===== src/rtl/vga_scan_ctrl.sv =====
// vga_scan_ctrl: VGA raster timing generator and image-store read sequencer.
//
// Pipeline, advancing only on ipix_ce:
//   counters (h,v) -> stage 0 decode (comb) -> address stage (oaddr_rd plus
//   delayed decode flags) -> output stage (ode/ord_en/ohsync/ovsync/oframe).
// The store sees oaddr_rd one pixel before ord_en rises, which hides its
// one-cycle read latency. Its colour output therefore lines up with this
// block's sync/de outputs.

module vga_scan_ctrl #(
  parameter int unsigned H_ACTIVE = 640,
  parameter int unsigned H_FP     = 16,
  parameter int unsigned H_SYNC   = 96,
  parameter int unsigned H_BP     = 48,
  parameter int unsigned V_ACTIVE = 480,
  parameter int unsigned V_FP     = 10,
  parameter int unsigned V_SYNC   = 2,
  parameter int unsigned V_BP     = 33,
  parameter int unsigned IMG_X    = 192,
  parameter int unsigned IMG_Y    = 120,
  parameter int unsigned IMG_W    = 256,
  parameter int unsigned IMG_H    = 240
) (
  input  logic        iclk,
  input  logic        irst,
  input  logic        ipix_ce,
  output logic [15:0] oaddr_rd,
  output logic        ord_en,
  output logic        ohsync,
  output logic        ovsync,
  output logic        ode,
  output logic        oframe
);

  // ---------------------------------------------------------------------------
  // Derived timing constants
  // ---------------------------------------------------------------------------
  localparam int unsigned H_TOTAL = H_ACTIVE + H_FP + H_SYNC + H_BP;
  localparam int unsigned V_TOTAL = V_ACTIVE + V_FP + V_SYNC + V_BP;

  localparam logic [9:0] H_LAST     = 10'(H_TOTAL - 1);
  localparam logic [9:0] V_LAST     = 10'(V_TOTAL - 1);
  localparam logic [9:0] H_ACT_END  = 10'(H_ACTIVE);
  localparam logic [9:0] V_ACT_END  = 10'(V_ACTIVE);
  localparam logic [9:0] HS_START   = 10'(H_ACTIVE + H_FP);
  localparam logic [9:0] HS_END     = 10'(H_ACTIVE + H_FP + H_SYNC);
  localparam logic [9:0] VS_START   = 10'(V_ACTIVE + V_FP);
  localparam logic [9:0] VS_END     = 10'(V_ACTIVE + V_FP + V_SYNC);
  localparam logic [9:0] WIN_X0     = 10'(IMG_X);
  localparam logic [9:0] WIN_X1     = 10'(IMG_X + IMG_W);
  localparam logic [9:0] WIN_Y0     = 10'(IMG_Y);
  localparam logic [9:0] WIN_Y1     = 10'(IMG_Y + IMG_H);

  // ---------------------------------------------------------------------------
  // Elaboration-time parameter sanity
  // ---------------------------------------------------------------------------
  if (H_TOTAL > 1024 || V_TOTAL > 1024) begin : g_bad_total
    $error("vga_scan_ctrl: line or frame total does not fit 10-bit counters");
  end

  if (IMG_W == 0 || IMG_H == 0) begin : g_bad_size
    $error("vga_scan_ctrl: image window must be non-empty");
  end

  if (IMG_X + IMG_W > H_ACTIVE || IMG_Y + IMG_H > V_ACTIVE) begin : g_bad_window
    $error("vga_scan_ctrl: image window must lie inside the active area");
  end

  if (IMG_W * IMG_H > 65536) begin : g_bad_area
    $error("vga_scan_ctrl: image window exceeds 16-bit address space");
  end

  // ---------------------------------------------------------------------------
  // Raster counters
  // ---------------------------------------------------------------------------
  logic [9:0] hcnt_q;
  logic [9:0] vcnt_q;
  logic       h_last;
  logic       v_last;

  assign h_last = (hcnt_q == H_LAST);
  assign v_last = (vcnt_q == V_LAST);

  // Horizontal/vertical position; vcnt steps when the line wraps.
  always_ff @(posedge iclk) begin
    if (irst) begin
      hcnt_q <= '0;
      vcnt_q <= '0;
    end else if (ipix_ce) begin
      if (h_last) begin
        hcnt_q <= '0;
        vcnt_q <= v_last ? '0 : vcnt_q + 10'd1;
      end else begin
        hcnt_q <= hcnt_q + 10'd1;
      end
    end
  end

  // ---------------------------------------------------------------------------
  // Stage 0: decode of the current counter position
  // ---------------------------------------------------------------------------
  logic s0_act;
  logic s0_win;
  logic s0_hs;
  logic s0_vs;
  logic s0_first;

  // Pure decode of (hcnt, vcnt) into region flags.
  always_comb begin
    s0_act   = (hcnt_q < H_ACT_END) && (vcnt_q < V_ACT_END);
    s0_win   = (hcnt_q >= WIN_X0) && (hcnt_q < WIN_X1) &&
               (vcnt_q >= WIN_Y0) && (vcnt_q < WIN_Y1);
    s0_hs    = (hcnt_q >= HS_START) && (hcnt_q < HS_END);
    s0_vs    = (vcnt_q >= VS_START) && (vcnt_q < VS_END);
    s0_first = (hcnt_q == 10'd0) && (vcnt_q == 10'd0);
  end

  // ---------------------------------------------------------------------------
  // Address stage
  // ---------------------------------------------------------------------------
  logic [15:0] acnt_q;
  logic [15:0] addr_cur;
  logic        s1_act_q;
  logic        s1_win_q;
  logic        s1_hs_q;
  logic        s1_vs_q;
  logic        s1_first_q;

  // Frame start forces the address back to zero in the same pixel, so a
  // window touching (0,0) still starts at address 0.
  assign addr_cur = s0_first ? 16'd0 : acnt_q;

  // Row-major read address: a running count of window pixels this frame.
  always_ff @(posedge iclk) begin
    if (irst) begin
      acnt_q   <= '0;
      oaddr_rd <= '0;
    end else if (ipix_ce) begin
      if (s0_win) begin
        oaddr_rd <= addr_cur;
      end
      acnt_q <= addr_cur + {15'd0, s0_win};
    end
  end

  // Decode flags delayed to stay in step with oaddr_rd.
  always_ff @(posedge iclk) begin
    if (irst) begin
      s1_act_q   <= 1'b0;
      s1_win_q   <= 1'b0;
      s1_hs_q    <= 1'b0;
      s1_vs_q    <= 1'b0;
      s1_first_q <= 1'b0;
    end else if (ipix_ce) begin
      s1_act_q   <= s0_act;
      s1_win_q   <= s0_win;
      s1_hs_q    <= s0_hs;
      s1_vs_q    <= s0_vs;
      s1_first_q <= s0_first;
    end
  end

  // ---------------------------------------------------------------------------
  // Output stage: one pixel behind the address, matching store latency
  // ---------------------------------------------------------------------------

  // Registered sync/blank/gate outputs; syncs are active-low.
  always_ff @(posedge iclk) begin
    if (irst) begin
      ode    <= 1'b0;
      ord_en <= 1'b0;
      ohsync <= 1'b1;
      ovsync <= 1'b1;
    end else if (ipix_ce) begin
      ode    <= s1_act_q;
      ord_en <= s1_win_q;
      ohsync <= ~s1_hs_q;
      ovsync <= ~s1_vs_q;
    end
  end

  // Frame pulse lasts one iclk even when ipix_ce is slower than iclk.
  always_ff @(posedge iclk) begin
    if (irst) begin
      oframe <= 1'b0;
    end else begin
      oframe <= ipix_ce & s1_first_q;
    end
  end

endmodule


===== config.mk =====
export PLATFORM = sky130hd
export DESIGN_NAME = vga_scan_ctrl
export DESIGN_NICKNAME = d
export VERILOG_FILES = /design/src/rtl/vga_scan_ctrl.sv
export SDC_FILE = /design/constraint.sdc
export NUM_CORES = 1
export LEC_CHECK = 0
export ABC_AREA = 1
export CORE_MARGIN = 10
export CORE_UTILIZATION = 52
export DETAILED_ROUTE_END_ITERATION = 16
export PLACE_DENSITY = 0.74
export SLEW_MARGIN = 10
export SYNTH_ARGS = -nofsm -noshare
export SYNTH_HDL_FRONTEND = slang
export SYNTH_SLANG_ARGS = --single-unit

===== constraint.sdc =====
create_clock -name iclk -period 6.4 [get_ports iclk]
set_clock_uncertainty 0.15 [all_clocks]
set_input_delay 1.28 -clock iclk [delete_from_list [all_inputs] [get_ports iclk]]
set_output_delay 1.28 -clock iclk [all_outputs]
set_load 0.02 [all_outputs]

Yosys cells after proc, flatten, opt, wreduce, memory -nomap -nowiden
Index checks and enable logic that the tools add are counted.
W data, S select, Z words.
{"block": "classes", "n_addsub": 3, "n_lt_le_gt_ge": 10, "n_eq_ne": 2, "reduce_logical": 11, "bitwise_logic": 3, "muxes": 3}
{"op": "$lt A10 B9 Y1 const B", "count": 4}
{"op": "$add A10 B1 Y10 const B", "count": 2}
{"op": "$eq A10 B10 Y1 const B", "count": 2}
{"op": "$logic_not A10 Y1", "count": 2}
{"op": "$lt A10 B10 Y1 const B", "count": 2}
{"op": "$mux W10", "count": 2}
{"op": "$add A16 B1 Y16", "count": 1}
{"op": "$mux W16", "count": 1}
{"op": "$ge A10 B10 Y1 const B", "count": 1}
{"op": "$ge A10 B7 Y1 const B", "count": 1}
{"op": "$ge A10 B8 Y1 const B", "count": 1}
{"op": "$ge A10 B9 Y1 const B", "count": 1}
{"op": "$logic_and A1 B1 Y1", "count": 7}
{"op": "$reduce_and A2 Y1", "count": 2}
{"op": "$not A1 Y1", "count": 2}
{"op": "$and A1 B1 Y1", "count": 1}
{"block": "totals", "input_bits": 3, "out_inout_bits": 21, "regBits": 62, "wordCells": 46}

Depth between registers and ports, before layout
Gate-level depths: netlist (run 1).
{"block": "depth", "word_depth": 5, "depth_mapped": 22, "mapped_depth_nobuf": 20}

Worst setup path before layout (run 1)
No wires, ideal clock.
{"block": "synth_timing", "path_type": "input port to flip-flop", "from": "in ipix_ce", "to": "reg vcnt_q[9]", "required_ps": 6135, "setup_slack_ps": 3798, "stages": 7, "arrival_time_ps": 2337, "setup_time_ps": 115, "path_buffers": 1, "path_cell_list": "buf_4 inv_2 nor3_2 nand3_1 o21ai_2 a21oi_1 o21a_1"}
{"block": "synth_via", "elab_chain_cells": 1}
{"element": "start: declaration", "line": "26", "text": "input logic ipix_ce,"}
{"element": "$reduce_and A2 Y1 (no line)"}
{"element": "end signal: assignment", "line": "92", "text": "vcnt_q <= v_last ? '0 : vcnt_q + 10'd1;"}
{"element": "end: declaration", "line": "77", "text": "logic [9:0] vcnt_q;"}
Every way passes these cells.
A chain may end at the register's enable or synchronous reset.

Worst setup path in the final report (run 1)
Same ends and word-level chain as after synthesis.

==> run_results.csv, run 1 <==
group,metric,value,unit
route,detailed_route_wl,6910,um
cts,cts_buffers,9,
setup_path,critical_path_class,"input pin to flip-flop",
grt,grt_antenna_before_repair,0,
setup_path,crit_end_category,"flip-flop",
power,p_leak,1.39,nW
placed_design,routabilityCongestion,0.828,
sta,final.setup.worst_slack,2.90,ns
route,route.vias.total,2747,
logic_synthesis,synthDominantCellAreaShare,0.394,
logic_synthesis,synth_top_family_by_area,"simple AND/OR/NAND/NOR gates",
grt,global_route_wire_length_before_repair,11700,um
cts,number_of_setup_buffers_added_after_cts,0,
power,power_density,223,nW/um2
grt,first_global_vias,2501,
cells_and_area,number_of_fillers_in_the_final_layout,528,
logic_synthesis,synth_top_area_cell,"sky130_fd_sc_hd__dfxtp_1",
grt,gr-total-overflow,0,
floorplanning,placementRows,28,
power,vdd_ir_drop_max,0.000141,V
placed_design,place_ws,2.55,ns
setup_path,critical_path.startpoint_type,"input pin",
cts,worst_skew_pair.late_latency,0.36,ns
logic_synthesis,synth_area,3150,um2
grt,grt_max_degree,34,
setup_path,cp_data_arrival_time,3.60,ns
route,detail-route-antenna-nets,0,
floorplanning,core_footprint,5920,um2
sta,period_minus_slack,3.50,ns
grt,global_route.usage.total,0.144,
logic_synthesis,syn-mean-instance-area,7.38,um2
placed_design,place_hpwl,5040,um
sta,fmax,0.285,GHz
sta,fin_setup_tns,0,ns
cts,max-clock-path-buffers,2,
cells_and_area,most-common-layout-cells,"sky130_fd_sc_hd__nand2_1 (75), sky130_fd_sc_hd__nor2_1 (63), sky130_fd_sc_hd__dfxtp_1 (62), sky130_fd_sc_hd__inv_1 (42), sky130_fd_sc_hd__a21oi_1 (40)",
placed_design,placed_cells,511,
logic_synthesis,netlist-cell-type-count,34,
sta,final-setup-viol-count,0,
logic_synthesis,ys.warnings.count,0,
cells_and_area,layout.area.seq,1240,um2
sta,final_min_period_over_clock_period,0.548,
cts,cts.sinks,62,
cells_and_area,layout-drive-gt1-share,0.135,
logic_synthesis,synth.area.mux_share,0,
cts,htreeDepth,3,
cts,clock_tree.root_cell,"sky130_fd_sc_hd__clkbuf_8",
logic_synthesis,share_of_the_synthesized_area_in_compound_gates_ao_oa_aoi_oai,0.123,
logic_synthesis,synth_area_leaders,"sky130_fd_sc_hd__dfxtp_1 (39%), sky130_fd_sc_hd__nand2_1 (8.9%), sky130_fd_sc_hd__nor2_1 (7.5%), sky130_fd_sc_hd__a21oi_1 (6.3%), sky130_fd_sc_hd__inv_1 (5.0%)",
cells_and_area,multi_input_comb_area,1640,um2
floorplanning,initial_utilization,0.533,
job,drv_cap,0,
route,remaining_drc_errors,0,
cts,postCtsResizedCells,0,
sta,grt_setup_unrepaired,"no",
logic_synthesis,mappedNetlistNets,436,
route,wl_per_cell,13.1,um
cells_and_area,area_growth,13.7,%
floorplanning,floorplan.die.width,97.9,um
route,drt_pass_1_iters,5,
cells_and_area,layoutNonFillerInstCount,527,
cts,hold_buffers,0,
route,detailedRoute.firstIterationViolations,127,
cells_and_area,layout.cells.most_common,"sky130_fd_sc_hd__nand2_1",
logic_synthesis,post_synth_xor_area_fraction,0.0194,
logic_synthesis,synth-simple-area-share,0.353,
cts,cts_tree,"yes",
cells_and_area,num_antenna_cells,0,
power,power.total,0.800,mW
route,routed_via_density,5.21,
outcome,run_status,"completed",
sta,worst_pin_slew,0.941,ns
sta,slew-limit-headroom,0.372,
cts,clk_pin_slew,0.07,ns
sta,final-max-slew-violation-count,0,
floorplanning,boundaryPins,24,
cells_and_area,layout.core_utilization,0.605,
worst_hold_path,hold_path_class,"flip-flop to flip-flop",
setup_path,crit_fanout,23,
cells_and_area,net_count_final,456,
logic_synthesis,synth_instances,427,
setup_path,worst_endpoint_required_time,6.50,ns
sta,finalHoldViolCount,0,
logic_synthesis,synth-adder-area-share,0.0238,
logic_synthesis,ys_ff_latch,62,
placed_design,buffer_ports.inserted,23,
floorplanning,die-area,9580,um2
floorplanning,die_y,97.9,um
logic_synthesis,ys_seq_area_frac,0.394,
==> area by class of cell <==
cell class	instances	share of cell area
sequential	62	0.346
timing repair buffer	23	0.0642
multi-input combinational	305	0.457
inverter	46	0.0482
clock buffer	10	0.0384
clock inverter	6	0.0199
tap	75	0.0262
==> per-layer routing <==
layer	share of wire	track usage	vias up
met5	0	0	-
met4	0.019	0.0794	0
met3	0.045	0.0317	12
met2	0.45	0.219	56
met1	0.49	0.183	1250
li1	-	-	1429
==> through the flow <==
step           hold slack [ns]  cell area, um2
3_3_place_gp             0.272            3370
6_report                 0.294            3580
5_1_grt                  0.338            3580
3_5_place_dp             0.283            3370
4_1_cts                  0.293            3580
2_1_floorplan            0.256            3150
==> path summary, 6_finish.rpt <==
| check | to | slack [ns] | start | cells past startpoint |
|---|---|---|---|---|
| worst max-delay path | vcnt_q[9]$_SDFFE_PP0P_ | 2.90 | ipix_ce | 7 |
| worst max register to register | acnt_q[8]$_SDFFE_PP0P_ | 3.48 | vcnt_q[0]$_SDFFE_PP0P_ | 17 |
| worst min-delay path | oframe$_SDFF_PP0_ | 0.29 | s1_first_q$_SDFFE_PP0P_ | 2 |
| worst min register to register | oframe$_SDFF_PP0_ | 0.29 | s1_first_q$_SDFFE_PP0P_ | 2 |
==> state kept, by name, summed over array words and instances, names as in the netlist, 10 cells and up <==
| register | flops |
|---|---|
| vcnt_q | 10 |
| hcnt_q | 10 |
| acnt_q | 16 |
| oaddr_rd | 16 |
==> cells in the mapped netlist (all sizes together) <==
cell type and count:
a21oi 40, nand3b 1, o21a 2, nor3 19, nor3b 2, inv 46
o31ai 1, nand4 7, nand2 83, dfxtp 62, nor4 2, a211oi 2
buf 9, xor2 7, clkbuf 5, ha 6, o21ai 29, nand3 24
nor2 80
==> kinds of logic after synthesis <==
group,Yosys count
AO/OA/AOI/OAI,74
XOR/XNOR,7
adder cells (fa/ha/maj),6
buffers and inverters,60
flip-flops,62
AND/OR/NAND/NOR,218
==> critical path, stage by stage <==
cell and delay, ns:
sky130_fd_sc_hd__clkdlybuf4s50_1 0.84, sky130_fd_sc_hd__inv_2 0.37, sky130_fd_sc_hd__nor3_2 0.28, sky130_fd_sc_hd__nand3_1 0.20, sky130_fd_sc_hd__o21ai_2 0.43, sky130_fd_sc_hd__a21oi_1 0.08
sky130_fd_sc_hd__o21a_1 0.12
==> where the power goes <==
group          leakage, nW  switching (mW)  internal [mW]
combinational        0.795          0.0348         0.0138
sequential           0.502         0.00311          0.390
clock               0.0987           0.166          0.192
total                 1.39           0.204          0.596
Note: power is estimated with default switching activity, not from simulation.
==> inputs of run 2 (changes only) <==
PLACE_DENSITY = 0.77   (was 0.74)
clock period = 2.87 ns   (was 6.4 ns; I/O delays follow)
==> run 2 against run 1 <==
Compared with the run above:
- first-iteration DRC count down 0.79%
- flip-flop and latch count unchanged
- design area grew 0.70%
- non-clock buffer count up 8
- die area unchanged
- global-route usage grew 0.38 points
- hold slack got worse by 0.012 ns
- sequential share of layout area is 0.24 points lower
- combinational power is 140% higher
- clock power rose by 91%
- largest power group unchanged
- highest routed layer unchanged
==> run_results.csv, run 2 (synthesis results as in run 1) <==
group,metric,value,unit
outcome,run_status,"completed",
route,drt_pass_1_iters,4,
setup_path,regToRegSetupSlack,0.34,ns
power,power_density,465,nW/um2
placed_design,buffer_ports.inserted,23,
route,route.vias.total,2787,
cells_and_area,most-common-layout-cells,"sky130_fd_sc_hd__nand2_1 (75), sky130_fd_sc_hd__nor2_1 (63), sky130_fd_sc_hd__dfxtp_1 (62), sky130_fd_sc_hd__inv_1 (42), sky130_fd_sc_hd__a21oi_1 (40)",
sta,final.setup.worst_slack,0.336,ns
worst_hold_path,hold_path_class,"flip-flop to flip-flop",
cts,worst_skew_pair.late_latency,0.34,ns
sta,worst_pin_slew,0.399,ns
sta,final-max-slew-violation-count,0,
cts,clk_pin_slew,0.07,ns
grt,global_route.usage.total,0.148,
floorplanning,initial_utilization,0.533,
cells_and_area,num_antenna_cells,0,
sta,final_min_period_over_clock_period,0.883,
cells_and_area,layout.cells.most_common,"sky130_fd_sc_hd__nand2_1",
grt,grt_antenna_before_repair,0,
setup_path,critical_path.startpoint_type,"flip-flop",
sta,final-setup-viol-count,0,
placed_design,placed_cells,519,
grt,global_route_wire_length_before_repair,12000,um
sta,finalHoldViolCount,0,
placed_design,place_hpwl,5050,um
route,detailedRoute.firstIterationViolations,126,
setup_path,crit_fanout,4,
cells_and_area,largest_registers,"acnt_q (16), oaddr_rd (16)",
setup_path,worst_endpoint_required_time,2.95,ns
cts,cts.sinks,62,
sta,fin_setup_tns,0,ns
setup_path,critical_path_class,"flip-flop to flip-flop",
cts,number_of_setup_buffers_added_after_cts,0,
cells_and_area,layout-drive-gt1-share,0.148,
setup_path,cp_data_arrival_time,2.62,ns
sta,period_minus_slack,2.53,ns
route,detailed_route_wl,6950,um
cts,htreeDepth,3,
cts,clock_tree.root_cell,"sky130_fd_sc_hd__clkbuf_8",
grt,grt_max_degree,28,
cells_and_area,layout.core_utilization,0.609,
floorplanning,floorplan.die.width,97.9,um
floorplanning,core_footprint,5920,um2
cts,max-clock-path-buffers,2,
cells_and_area,area_growth,14.4,%
cts,cts_buffers,9,
job,drv_cap,0,
route,routed_via_density,5.22,
placed_design,place_ws,0.373,ns
route,wl_per_cell,13.0,um
power,p_leak,1.43,nW
placed_design,routabilityCongestion,0.849,
cts,hold_buffers,0,
floorplanning,placementRows,28,
cts,cts_tree,"yes",
sta,timing.hold.ws,0.282,ns
grt,first_global_vias,2597,
cells_and_area,layoutNonFillerInstCount,534,
floorplanning,die_y,97.9,um
sta,fmax,0.395,GHz
power,power.total,1.68,mW
cts,postCtsResizedCells,0,
sta,slew-limit-headroom,0.734,
grt,gr-total-overflow,0,
sta,grt_setup_unrepaired,"no",
floorplanning,die-area,9580,um2
route,detail-route-antenna-nets,0,
floorplanning,boundaryPins,24,
cells_and_area,post-route-cell-area,3610,um2
placed_design,dpl-instance-area,3430,um2
setup_path,crit_end_category,"flip-flop",
cells_and_area,net_count_final,464,
power,vdd_ir_drop_max,0.000292,V
route,remaining_drc_errors,0,
-- run 2: cell count changes in the layout (fill, tap and decap cells not counted) --
cell / delta
sky130_fd_sc_hd__clkinvlp_4: -1
sky130_fd_sc_hd__bufinv_16: -1
sky130_fd_sc_hd__clkinv_2: +3
sky130_fd_sc_hd__buf_4: +8
sky130_fd_sc_hd__clkbuf_8: +1
sky130_fd_sc_hd__clkinv_4: -3
-- run 2: cell type report --
type                    instances  area (um2)
repair buffers                 31         290
clock inverters                 4        22.5
multi-input cells             305        1640
fillers                       537        2310
flip-flops and latches         62        1240
inverters                      46         173
well taps                      75        93.8
clock buffers                  11         151
-- run 2: critical path, stage by stage, from the launching register on --
cell and delay [ns]:
sky130_fd_sc_hd__dfxtp_1 0.37, sky130_fd_sc_hd__inv_1 0.07, sky130_fd_sc_hd__ha_1 0.23, sky130_fd_sc_hd__nand2_1 0.07
sky130_fd_sc_hd__inv_1 0.03, sky130_fd_sc_hd__nand2_1 0.09, sky130_fd_sc_hd__nor2_4 0.04, sky130_fd_sc_hd__nand3_4 0.09
sky130_fd_sc_hd__nand2_1 0.09, sky130_fd_sc_hd__inv_1 0.07, sky130_fd_sc_hd__ha_1 0.17, sky130_fd_sc_hd__ha_1 0.17
sky130_fd_sc_hd__nand2_1 0.05, sky130_fd_sc_hd__nand3b_2 0.23, sky130_fd_sc_hd__nor3_2 0.25, sky130_fd_sc_hd__nand3_1 0.12
sky130_fd_sc_hd__nand2_1 0.08, sky130_fd_sc_hd__a21oi_1 0.04
-- run 2: metal layers --
metal | part of all wire | global-route usage | up-vias | routed length, um
met5 | 0 | 0 | - | 0
met4 | 0.018 | 0.0727 | 0 | 124
met3 | 0.056 | 0.0254 | 11 | 388
met2 | 0.45 | 0.228 | 53 | 3090
met1 | 0.48 | 0.193 | 1279 | 3340
li1 | - | - | 1444 | -
-- run 2: worst paths after layout --
kind,from,cells after the start,endpoint
worst max-delay path,vcnt_q[0]$_SDFFE_PP0P_,17,acnt_q[8]$_SDFFE_PP0P_
worst max register to register,vcnt_q[0]$_SDFFE_PP0P_,17,acnt_q[8]$_SDFFE_PP0P_
worst min-delay path,s1_hs_q$_SDFFE_PP0P_,1,ohsync$_SDFFE_PP1P_
worst min register to register,s1_hs_q$_SDFFE_PP0P_,1,ohsync$_SDFFE_PP1P_
-- run 2: report_power, final --
part           switching, mW  total, mW  internal, mW
logic                 0.0801      0.118        0.0382
clock network          0.331      0.682         0.351
registers            0.00666      0.878         0.871
